### src/rtl/serial_packet_transmitter.sv
// serial_packet_transmitter: arms on start, captures an LEN_W-bit length header
// from RcIn (MSB first), then forwards that many RcIn bits to txOut.
// Ports:
//   clk       rising-edge clock
//   rst       asynchronous reset, active-low
//   RcIn      serial data in
//   start     packet start request (accepted only while idle)
//   abort     cancels a packet in flight (ignored while idle)
//   txOut     forwarded payload bit, holds its last value when not valid
//   txValid   qualifies txOut
//   txAbort   one-cycle pulse after an in-flight packet is aborted
//   startSeen high while header or payload is being processed
module serial_packet_transmitter #(
    parameter int LEN_W = 7
) (
    input  logic clk,
    input  logic rst,
    input  logic RcIn,
    input  logic start,
    input  logic abort,
    output logic txOut,
    output logic txValid,
    output logic txAbort,
    output logic startSeen
);
    localparam logic [LEN_W-1:0] LAST_BIT = LEN_W'(LEN_W - 1);
    localparam logic [LEN_W-1:0] ONE      = LEN_W'(1);
    typedef enum logic [1:0] {IDLE, HEADER, PAYLOAD} state_t;
    state_t           state;
    logic [LEN_W-1:0] len_q;
    logic [LEN_W-1:0] bit_cnt;
    logic [LEN_W-1:0] rem_cnt;
    logic [LEN_W-1:0] len_next;
    // length as it stands once the bit sampled at this edge is shifted in
    assign len_next = {len_q[LEN_W-2:0], RcIn};
    always_ff @(posedge clk or negedge rst) begin
        if (!rst) begin
            state     <= IDLE;
            len_q     <= '0;
            bit_cnt   <= '0;
            rem_cnt   <= '0;
            txOut     <= 1'b0;
            txValid   <= 1'b0;
            txAbort   <= 1'b0;
            startSeen <= 1'b0;
        end else begin
            txValid <= 1'b0;
            txAbort <= 1'b0;
            if (state != IDLE && abort) begin
                state     <= IDLE;
                startSeen <= 1'b0;
                txAbort   <= 1'b1;
            end else begin
                case (state)
                    IDLE: begin
                        if (start) begin
                            state     <= HEADER;
                            bit_cnt   <= '0;
                            startSeen <= 1'b1;
                        end
                    end
                    HEADER: begin
                        len_q   <= len_next;
                        bit_cnt <= bit_cnt + ONE;
                        if (bit_cnt == LAST_BIT) begin
                            if (len_next == '0) begin
                                state     <= IDLE;
                                startSeen <= 1'b0;
                            end else begin
                                state   <= PAYLOAD;
                                rem_cnt <= len_next;
                            end
                        end
                    end
                    PAYLOAD: begin
                        txOut   <= RcIn;
                        txValid <= 1'b1;
                        rem_cnt <= rem_cnt - ONE;
                        if (rem_cnt == ONE) begin
                            state     <= IDLE;
                            startSeen <= 1'b0;
                        end
                    end
                    default: state <= IDLE;
                endcase
            end
        end
    end
endmodule

### config.mk
export PLATFORM = sky130hd
export DESIGN_NAME = serial_packet_transmitter
export DESIGN_NICKNAME = d
export VERILOG_FILES = /design/src/rtl/serial_packet_transmitter.sv
export SDC_FILE = /design/constraint.sdc
export NUM_CORES = 1
export LEC_CHECK = 0
export CORE_MARGIN = 8
export CORE_UTILIZATION = 40
export CTS_BUF_LIST = sky130_fd_sc_hd__clkbuf_16
export CTS_CLUSTER_DIAMETER = 30
export DETAILED_ROUTE_END_ITERATION = 12
export HOLD_SLACK_MARGIN = 0.15
export PLACE_DENSITY_LB_ADDON = 0.1
export SYNTH_ARGS = -nofsm -noshare
export SYNTH_HDL_FRONTEND = slang
export SYNTH_SLANG_ARGS = --single-unit
### constraint.sdc
create_clock -name clk -period 6 [get_ports clk]
set_clock_uncertainty 0.15 [all_clocks]
set_input_delay 0.9 -clock clk [delete_from_list [all_inputs] [get_ports clk]]
set_output_delay 0.9 -clock clk [all_outputs]
set_load 0.05 [all_outputs]
==> qor.txt <==
Most used DFF post-synth: dfrtp_1
Number of synthesized flops with an enable pin: 0
Fin Setup TNS: 0 ns
Setup Buffers After CTS: 0
Register area share after synthesis: 0.429
Status: finished, final reports clean
Starting Density: 0.415
Ant. Diodes: 0
Switching Power: 359 uW
Iteration-0 DRC Markers: 53
CTS-repair resized insts: 0
Worst R2R Path Depth: 7
Worst path required time: 5.98 ns
Clock sinks: 26
Port buffer count: 8
Hold path depth: 1
# fillers: 348
Slew headroom: 0.493
Max Buffers Root-to-Sink: 2
Via count: 1,148
Global-route wire length before repair: 5060 um
Worst-Skew Late Latency: 0.26 ns
Die H: 77.6 um
Setup CP Type: in -> reg
H-Tree Depth: 1
Mapped Area: 1520 um^2
CTS tree: yes
P_int: 509 uW
Peak VDD IR: 0.191 mV
Combinational share of power: 0.483
Die footprint: 6020 um^2
Cell row count: 22
CTS clock-pin slew for the worst setup and hold paths: 0.06 ns
Root buf cell: clkbuf_16
Syn Area/Cell: 9.55 um^2
Fin crit share: 0.442
Yosys reg bits: 26
CP arrival: 2.63 ns
IO Pins: 9
Hold-fix buffers, CTS: 0
DRT antenna net count: 0
Sequential power share: 0.352
TritonRoute pass-1 iters: 4
Pwr per Cell Area: 507 nW/um^2
Total GRT Usage: 0.102
Layout area overhead: 12.9%
Largest net degree at the start of global routing: 27
Final GP Congestion: 0.859
Leakage power: 0.000721 uW
Max-cap violations: 0
Synth warn: 0
Initial antenna violation count: 0
Post-synth net total: 171
Vias/cell: 5.36
Crit path max fanout: 5
RSZ-0062 raised after global routing: no
Post-layout util: 0.468
Global route total overflow: 0
Synth Instances: 159
Vias in the first global route: 1,095
Fin crit period: 2.65 ns
Count of cell types in the netlist: 43
Wire length per cell: 13.6 um
Clock Power Share: 0.165
CP Launch Type: input port
Share of cells above drive strength 1: 0.114
Core box area: 3660 um^2
Fraction of registers with async set/reset: 1.00
Max Freq: 377 MHz
Slew Limit Fails: 0
Die X: 77.6 um
Crit. End Element: flip-flop
Remaining DRCs: 0
Final setup viols: 0
Net Sw Frac: 0.413
TritonCTS Buffers: 3
Hold Crit Class: reg -> reg
Hpwl dp: 2190 um
Final #Nets: 180
Worst slew pin tran: 0.761 ns
Final hold vios: 0
Drt total wl: 2920 um
==> critical path: stages <==
cell and delay [ns]:
clkdlybuf4s50_1 0.48, or4_4 0.53, o211ai_1 0.34, o211ai_1 0.14, a32oi_1 0.15, o21ai_0 0.09
==> cell families (layout without fill, tap and decap cells) <==
group                      after synthesis  after routing  share of synthesized area
AOI/OAI and AO/OA                       43             43                      0.192
and+or+nand+nor                         54             54                      0.188
xor gates and xnor gates                 2              2                     0.0115
buffers and inverters                   17             24                     0.0478
adders and majority gates                7              7                     0.0577
muxes                                   10             10                     0.0742
DFF                                     26             26                      0.429
==> routing by layer <==
layer,track usage,wire (um),vias to the layer above
met5,0,0,-
met2,0.146,1200,21
met3,0.0334,138,4
met4,0.0434,48,0
met1,0.137,1530,535
li1,-,-,588
==> Yosys cell counts, drive strengths merged (3+ instances only) <==
cell type / n / area share
ha: 7 / 0.058
nand2b: 7 / 0.029
and2: 3 / 0.014
a21oi: 9 / 0.030
clkbuf: 3 / 0.0074
nor3: 4 / 0.013
a31oi: 3 / 0.012
mux2i: 3 / 0.020
nand2: 13 / 0.032
dfrtp: 26 / 0.43
o21ai: 14 / 0.046
mux2: 7 / 0.054
nor2: 11 / 0.032
nand3: 8 / 0.026
inv: 12 / 0.030
==> layout by cell type (no fill, tap or decap), types with 2 or more instances in the layout <==
cell / Yosys / layout
mux2_2: 6 / 6
clkbuf_16: 0 / 3
nand4_1: 2 / 2
a21oi_1: 9 / 9
o22ai_1: 2 / 2
xnor2_1: 2 / 2
ha_1: 7 / 7
mux2i_1: 3 / 3
dfrtp_1: 26 / 26
nor3_1: 4 / 4
clkdlybuf4s50_1: 0 / 8
nand2_1: 13 / 13
nand3_1: 8 / 8
nand2b_1: 7 / 7
o21ai_0: 14 / 14
inv_1: 12 / 12
a31oi_1: 3 / 3
o211ai_1: 2 / 2
nor2_1: 10 / 10
and2_1: 2 / 2
==> final cells by class <==
class,instances,area (um^2),share of cell area
well taps,48,60.1,0.0351
clock buffers,3,75.1,0.0438
repair buffers,9,87.6,0.0511
inverters,12,45.0,0.0263
multi-input cells,116,795,0.464
flip-flops and latches,26,651,0.380
==> sequential cells by signal (all words and copies together), names as in the netlist <==
name and cells:
bit_cnt 7, len_q 6, rem_cnt 7, startSeen 1
state 2, txAbort 1, txOut 1, txValid 1
==> power groups by stage <==
stage	combinational (uW)	clock (uW)	sequential (uW)
after global routing	471	155	317
after global placement	422	0	308
after CTS	423	150	306
after floorplan	303	0	330
final	419	143	306
after detailed placement	421	0	309
==> final timing paths <==
kind	from	to	slack (ns)
max	RcIn	startSeen$_DFFE_PN0P_	3.35
min	txOut$_DFFE_PN0P_	txOut$_DFFE_PN0P_	0.37
max reg2reg	bit_cnt[0]$_DFFE_PN0P_	rem_cnt[1]$_DFFE_PN0P_	3.66
min reg2reg	txOut$_DFFE_PN0P_	txOut$_DFFE_PN0P_	0.37
max in group asynchronous	rst	rem_cnt[5]$_DFFE_PN0P_	4.58
min in group asynchronous	rst	bit_cnt[3]$_DFFE_PN0P_	0.87
==> per-stage QoR <==
step	hold slack (ns)	std cells	worst slack [ns]	instance area, um^2	total power, uW
2_1_floorplan	0.321	159	3.55	1520	633
5_1_grt	0.400	214	3.20	1710	943
3_5_place_dp	0.351	211	3.06	1640	730
4_1_cts	0.371	214	3.34	1710	878
3_3_place_gp	0.349	211	3.08	1640	730
6_report	0.365	214	3.35	1710	868
(Power assumes the default switching activity.)
